## src/rtl/uart_tx.sv

```systemverilog
// UART transmitter: an AXI-Stream slave feeds a one-entry holding register,
// and a start/data/parity/stop serialiser drives a registered, idle-high line.
module uart_tx #(
    parameter int CLK_FREQ   = 50_000_000,
    parameter int BAUD_RATE  = 9600,
    parameter int DATA_WIDTH = 8,
    parameter int PARITY     = 0,
    parameter int STOP_BITS  = 1
) (
    input  logic                  clk,
    input  logic                  rst_n,
    input  logic [DATA_WIDTH-1:0] s_axis_tdata,
    input  logic                  s_axis_tvalid,
    output logic                  s_axis_tready,
    output logic                  tx_wire,
    output logic                  tx_busy
);
    localparam int BIT_PERIOD = CLK_FREQ / BAUD_RATE;
    localparam int BAUD_W     = (BIT_PERIOD > 1) ? $clog2(BIT_PERIOD) : 1;
    localparam int BIT_MAX    = (DATA_WIDTH > STOP_BITS) ? DATA_WIDTH : STOP_BITS;
    localparam int BIT_W      = $clog2(BIT_MAX + 1);

    localparam logic [BAUD_W-1:0] BAUD_LAST = BAUD_W'(BIT_PERIOD - 1);
    localparam logic [BIT_W-1:0]  DATA_LAST = BIT_W'(DATA_WIDTH - 1);
    localparam logic [BIT_W-1:0]  STOP_LAST = BIT_W'(STOP_BITS - 1);

    if (BIT_PERIOD < 2) begin : g_bad_period
        $error("uart_tx: BIT_PERIOD = CLK_FREQ / BAUD_RATE must be at least 2");
    end

    typedef enum logic [2:0] {
        S_IDLE,
        S_START,
        S_DATA,
        S_PARITY,
        S_STOP
    } state_t;

    state_t                state_q;
    logic [BAUD_W-1:0]     baud_q;
    logic [BIT_W-1:0]      bit_q;
    logic [DATA_WIDTH-1:0] shift_q;
    logic                  parity_q;
    logic [DATA_WIDTH-1:0] hold_data_q;
    logic                  hold_valid_q;
    logic                  tx_q;

    logic baud_end_d;
    logic accept_d;
    logic parity_d;

    always_comb begin
        baud_end_d = (baud_q == BAUD_LAST);
        accept_d   = s_axis_tvalid & ~hold_valid_q;
        parity_d   = (PARITY == 1) ? ~(^hold_data_q) : (^hold_data_q);
    end

    assign s_axis_tready = ~hold_valid_q;
    assign tx_wire       = tx_q;
    assign tx_busy       = (state_q != S_IDLE) | hold_valid_q;

    // Loading and accepting never coincide: a load needs hold_valid_q=1,
    // an accept needs it to be 0.
    always_ff @(posedge clk or negedge rst_n) begin
        if (!rst_n) begin
            state_q      <= S_IDLE;
            baud_q       <= '0;
            bit_q        <= '0;
            shift_q      <= '0;
            parity_q     <= 1'b0;
            hold_data_q  <= '0;
            hold_valid_q <= 1'b0;
            tx_q         <= 1'b1;
        end else begin
            if (accept_d) begin
                hold_data_q  <= s_axis_tdata;
                hold_valid_q <= 1'b1;
            end

            if (state_q != S_IDLE) begin
                baud_q <= baud_end_d ? '0 : baud_q + 1'b1;
            end

            case (state_q)
                S_IDLE: begin
                    if (hold_valid_q) begin
                        shift_q      <= hold_data_q;
                        parity_q     <= parity_d;
                        hold_valid_q <= 1'b0;
                        baud_q       <= '0;
                        bit_q        <= '0;
                        tx_q         <= 1'b0;
                        state_q      <= S_START;
                    end
                end
                S_START: begin
                    if (baud_end_d) begin
                        tx_q    <= shift_q[0];
                        shift_q <= {1'b0, shift_q[DATA_WIDTH-1:1]};
                        bit_q   <= '0;
                        state_q <= S_DATA;
                    end
                end
                S_DATA: begin
                    if (baud_end_d) begin
                        if (bit_q == DATA_LAST) begin
                            bit_q <= '0;
                            if (PARITY != 0) begin
                                tx_q    <= parity_q;
                                state_q <= S_PARITY;
                            end else begin
                                tx_q    <= 1'b1;
                                state_q <= S_STOP;
                            end
                        end else begin
                            bit_q   <= bit_q + 1'b1;
                            tx_q    <= shift_q[0];
                            shift_q <= {1'b0, shift_q[DATA_WIDTH-1:1]};
                        end
                    end
                end
                S_PARITY: begin
                    if (baud_end_d) begin
                        tx_q    <= 1'b1;
                        bit_q   <= '0;
                        state_q <= S_STOP;
                    end
                end
                S_STOP: begin
                    if (baud_end_d) begin
                        if (bit_q == STOP_LAST) begin
                            bit_q <= '0;
                            // A pending word starts on this same edge: no idle gap.
                            if (hold_valid_q) begin
                                shift_q      <= hold_data_q;
                                parity_q     <= parity_d;
                                hold_valid_q <= 1'b0;
                                tx_q         <= 1'b0;
                                state_q      <= S_START;
                            end else begin
                                tx_q    <= 1'b1;
                                state_q <= S_IDLE;
                            end
                        end else begin
                            bit_q <= bit_q + 1'b1;
                        end
                    end
                end
                default: begin
                    tx_q    <= 1'b1;
                    state_q <= S_IDLE;
                end
            endcase
        end
    end
endmodule

```

## config.mk

```make
export PLATFORM = sky130hd
export DESIGN_NAME = uart_tx
export DESIGN_NICKNAME = d
export VERILOG_FILES = /design/src/rtl/uart_tx.sv
export SDC_FILE = /design/constraint.sdc
export NUM_CORES = 1
export LEC_CHECK = 0
export CORE_MARGIN = 4
export CORE_UTILIZATION = 50
export CTS_BUF_LIST = sky130_fd_sc_hd__clkbuf_8
export DETAILED_ROUTE_END_ITERATION = 10
export PLACE_DENSITY = 0.72
export SYNTH_ARGS = -nofsm -noshare
export SYNTH_HDL_FRONTEND = slang
export SYNTH_SLANG_ARGS = --single-unit
```

## constraint.sdc

```tcl
create_clock -name clk -period 2.2 [get_ports clk]
set_clock_uncertainty 0.15 [all_clocks]
set_input_delay 0.44 -clock clk [delete_from_list [all_inputs] [get_ports clk]]
set_output_delay 0.44 -clock clk [all_outputs]
set_load 0.005 [all_outputs]
```

==> flow_summary.yaml <==
cts:
  cts_root_buffer: "clkbuf_8"
  cts.sinks: 38
  clkLatencyLatePin_ns: 0.29
  cts_buffers: 5
  clk_pin_slew_ns: 0.08
  clk_path_buf_depth: 2
  cts_tree: "done"
  cts_hold_buf: 0
  htreeDepth: 2
worst_setup_path:
  critical_path.slowest_cell: "dfrtp_1"
  cp.depth: 6
  rr_worst_depth: 6
  reg2reg_to: "shift_q[1]$_DFFE_PN0P_"
  r2r_start: "bit_q[0]$_DFFE_PN0P_"
  worstPathCellList: "ha_1 > and3b_1 > nor3_2 > a2bb2oi_4 > buf_12 > mux2_2"
  path_buf_inv: 1
  crit_end: "shift_q[1]$_DFFE_PN0P_"
  cp.arrival_ns: 2.14
  cp-end-kind: "flip-flop"
  path_class: "flip-flop to flip-flop"
  slowest_delay_ns: 0.43
  worstSetupStartpoint: "bit_q[0]$_DFFE_PN0P_"
  cp.required_ns: 2.22
  reg2reg_setup_slack_ns: 0.08
  path_max_fanout: 8
  crit_family: "simple AND/OR/NAND/NOR gates"
  critPathLaunchType: "flip-flop"
route:
  ant_nets: 0
  avgViaCountPerCell: 6.137
  avgRoutedWirePerCell_um: 16.70
  drtIter0Drc: 87
  wl_um: 4508
  via_count: 1657
  drtPass1Iterations: 4
  drc: 0
synthesis:
  syn_area_um2: 2093
  yosysTopAreaCell: "dfrtp_1"
  synth_fp_nets: 203
  yosys.area.top_type_share_pct: 44.23
  synth_warnings: 0
  synth_top_flop_cell: "dfrtp_1"
  synth_xor_area_share_pct: 1.674
  synthTopCellsByArea: "dfrtp_1 44%, mux2_2 13%, a31oi_1 2.7%"
  ys_seq_area_share_pct: 45.49
  synthSimpleGateAreaFrac_pct: 16.74
  postSynthCellCount: 189
  yosysMostFrequentCell: "dfrtp_1"
  async_flop_share_pct: 100.0
  synth_edf_count: 0
  synthMuxAreaShare_pct: 13.45
  yosys_register_bits: 38
  synth_top_family_by_area: "compound AO/OA/AOI/OAI gates"
  synth_adder_area_share_pct: 1.793
  netlist-cell-type-count: 58
  synth_compound_area_share_pct: 18.29
  netlist_top_cells_count: "37 x dfrtp_1, 25 x mux2_2, 13 x nand2_1"
  synth.avg_cell_area_um2: 11.08
timing:
  fmax_mhz: 472.2
  finalCritPeriodShare_pct: 96.25
  rsz0062_at_grt: "false"
  worst_slew_pin_slew_ns: 0.4770
  hold_viol: 0
  min_period_ns: 2.118
  timing.final.ws_setup_ns: 0.08244
  finalSetupTns_ns: 0
  slew_viol_final: 0
  setup_viol: 0
  slew_headroom_pct: 68.20
floorplan:
  dieArea_um2: 5286
  ioPinCount: 14
  die_x_um: 72.71
  start_util_pct: 51.96
  rows: 23
  core_area_um2: 4029
  die_h_um: 72.71
grt:
  grt_max_degree: 39
  grt_pass1_wl_um: 7631
  antenna_found_initial: 0
  grt_overflow: 0
  grt_pass1_vias: 1657
  globalRouteTotalUtil_pct: 18.42
power:
  switching_share_pct: 27.26
  clockPowerShare_pct: 29.8
  totalPowerFinal_w: 0.002466
  power.switching_w: 0.0006724
  leakagePower_nw: 1.073
  combPwrFrac_pct: 26.9
  power_frac_seq_pct: 43.3
  ir_drop_v: 0.0006708
  pwr_density_cell_nw_per_um2: 963.5
  cell_internal_pwr_w: 0.001794
placement:
  place_ws_ns: -0.01497
  place.gp.congestion: 0.8467
  hpwl_um: 3080
  dpl-instance-area_um2: 2359
  io_buffer_count: 13
flow_run:
  cap_violations: 0
finish:
  final_area_um2: 2560
  drive_gt1_share_pct: 30.91
  register_area_um2: 952.2
  fillers: 310
  antenna_cells: 0
  nets: 233
  syn2layout_area_growth_pct: 22.30
  multiInputGateArea_um2: 1120
hold_path:
  hp-class: "primary input to asynchronous set/reset pin"
run_status:
  outcome: "finished, final reports clean"
-- cells by family (layout without fill, tap and decap cells) --
| group | Yosys count | in the layout |
|---|---|---|
| AOI/OAI and AO/OA | 50 | 50 |
| xor gates and xnor gates | 4 | 4 |
| adders and majority gates | 3 | 3 |
| buffers and inverters | 12 | 43 |
| DFF | 38 | 38 |
| muxes | 25 | 25 |
| and+or+nand+nor | 57 | 57 |
-- power groups by stage --
stage | logic [W] | clock network (W) | registers [W]
3_5_place_dp | 0.000636 | 0 | 0.00108
3_3_place_gp | 0.000610 | 0 | 0.00106
5_1_grt | 0.000728 | 0.000783 | 0.00110
6_report | 0.000664 | 0.000734 | 0.00107
2_1_floorplan | 0.000477 | 0 | 0.00103
4_1_cts | 0.000656 | 0.000747 | 0.00107
-- per-stage QoR --
stage          util, %  hold slack, ns  std cells
6_report         63.54         0.04112        270
2_1_floorplan        -       -0.005591        189
4_1_cts          62.61         0.05702        269
5_1_grt          63.54         0.07397        270
3_3_place_gp     58.54          0.3265        260
3_5_place_dp     58.54          0.3302        260
-- worst min path at each step --
stage	endpoint	slack [ns]	cells past startpoint
finish	bit_q[2]$_DFFE_PN0P_	0.04	2
global route	bit_q[3]$_DFFE_PN0P_	0.07	2
CTS	bit_q[3]$_DFFE_PN0P_	0.06	2
detailed placement	baud_q[12]$_DFF_PN0_	0.33	1
global placement	baud_q[12]$_DFF_PN0_	0.33	1
floorplan	baud_q[0]$_DFF_PN0_	-0.006	0
-- placed cells by master (no fill, tap or decap), types with 3 or more instances in the layout --
master           count
a211o_1              3
a21oi_1              6
a22o_1               3
a31oi_1              9
and3_1               3
buf_4               16
clkbuf_8             6
clkdlybuf4s50_1     11
dfrtp_1             37
ha_1                 3
inv_1                4
mux2_2              25
nand2_1             13
nand2b_1             4
nand3_1              7
nor2_1               4
nor2b_1              3
o21ai_0              9
xnor2_1              3
-- per-layer routing --
| layer | share of wire (%) | vias up | global-route usage [%] | wire (um) |
|---|---|---|---|---|
| li1 | - | 777 | - | - |
| met1 | 44 | 822 | 23.73 | 2006 |
| met2 | 49 | 46 | 30.26 | 2229 |
| met3 | 3.9 | 12 | 4.132 | 178 |
| met4 | 2.1 | 0 | 6.967 | 93 |
| met5 | 0 | - | 0 | 0 |
-- final cells by class --
cell class	count	share of cell area, %
Tap cell	50	2.444
Inverter	5	0.7331
Sequential cell	38	37.19
Timing Repair Buffer	30	10.31
Multi-Input combinational cell	139	43.74
Clock buffer	6	3.226
Clock inverter	2	2.346
-- registers in the layout, indices dropped and copies added (netlist names) --
register,flops
hold_valid_q,1
bit_q,4
state_q,3
shift_q,8
baud_q,13
hold_data_q,8
tx_wire,1
-- what timing repair did --
item / 4_1_cts / 5_1_grt
buffers inserted: 1 / 1
gates resized for setup: 4 / 4
endpoints found under the setup margin: 9 / 9
hold endpoints to repair: 0 / 0
gates cloned: 0 / 0
pin swaps: 1 / 1
Note: power is estimated with default switching activity, not from simulation.
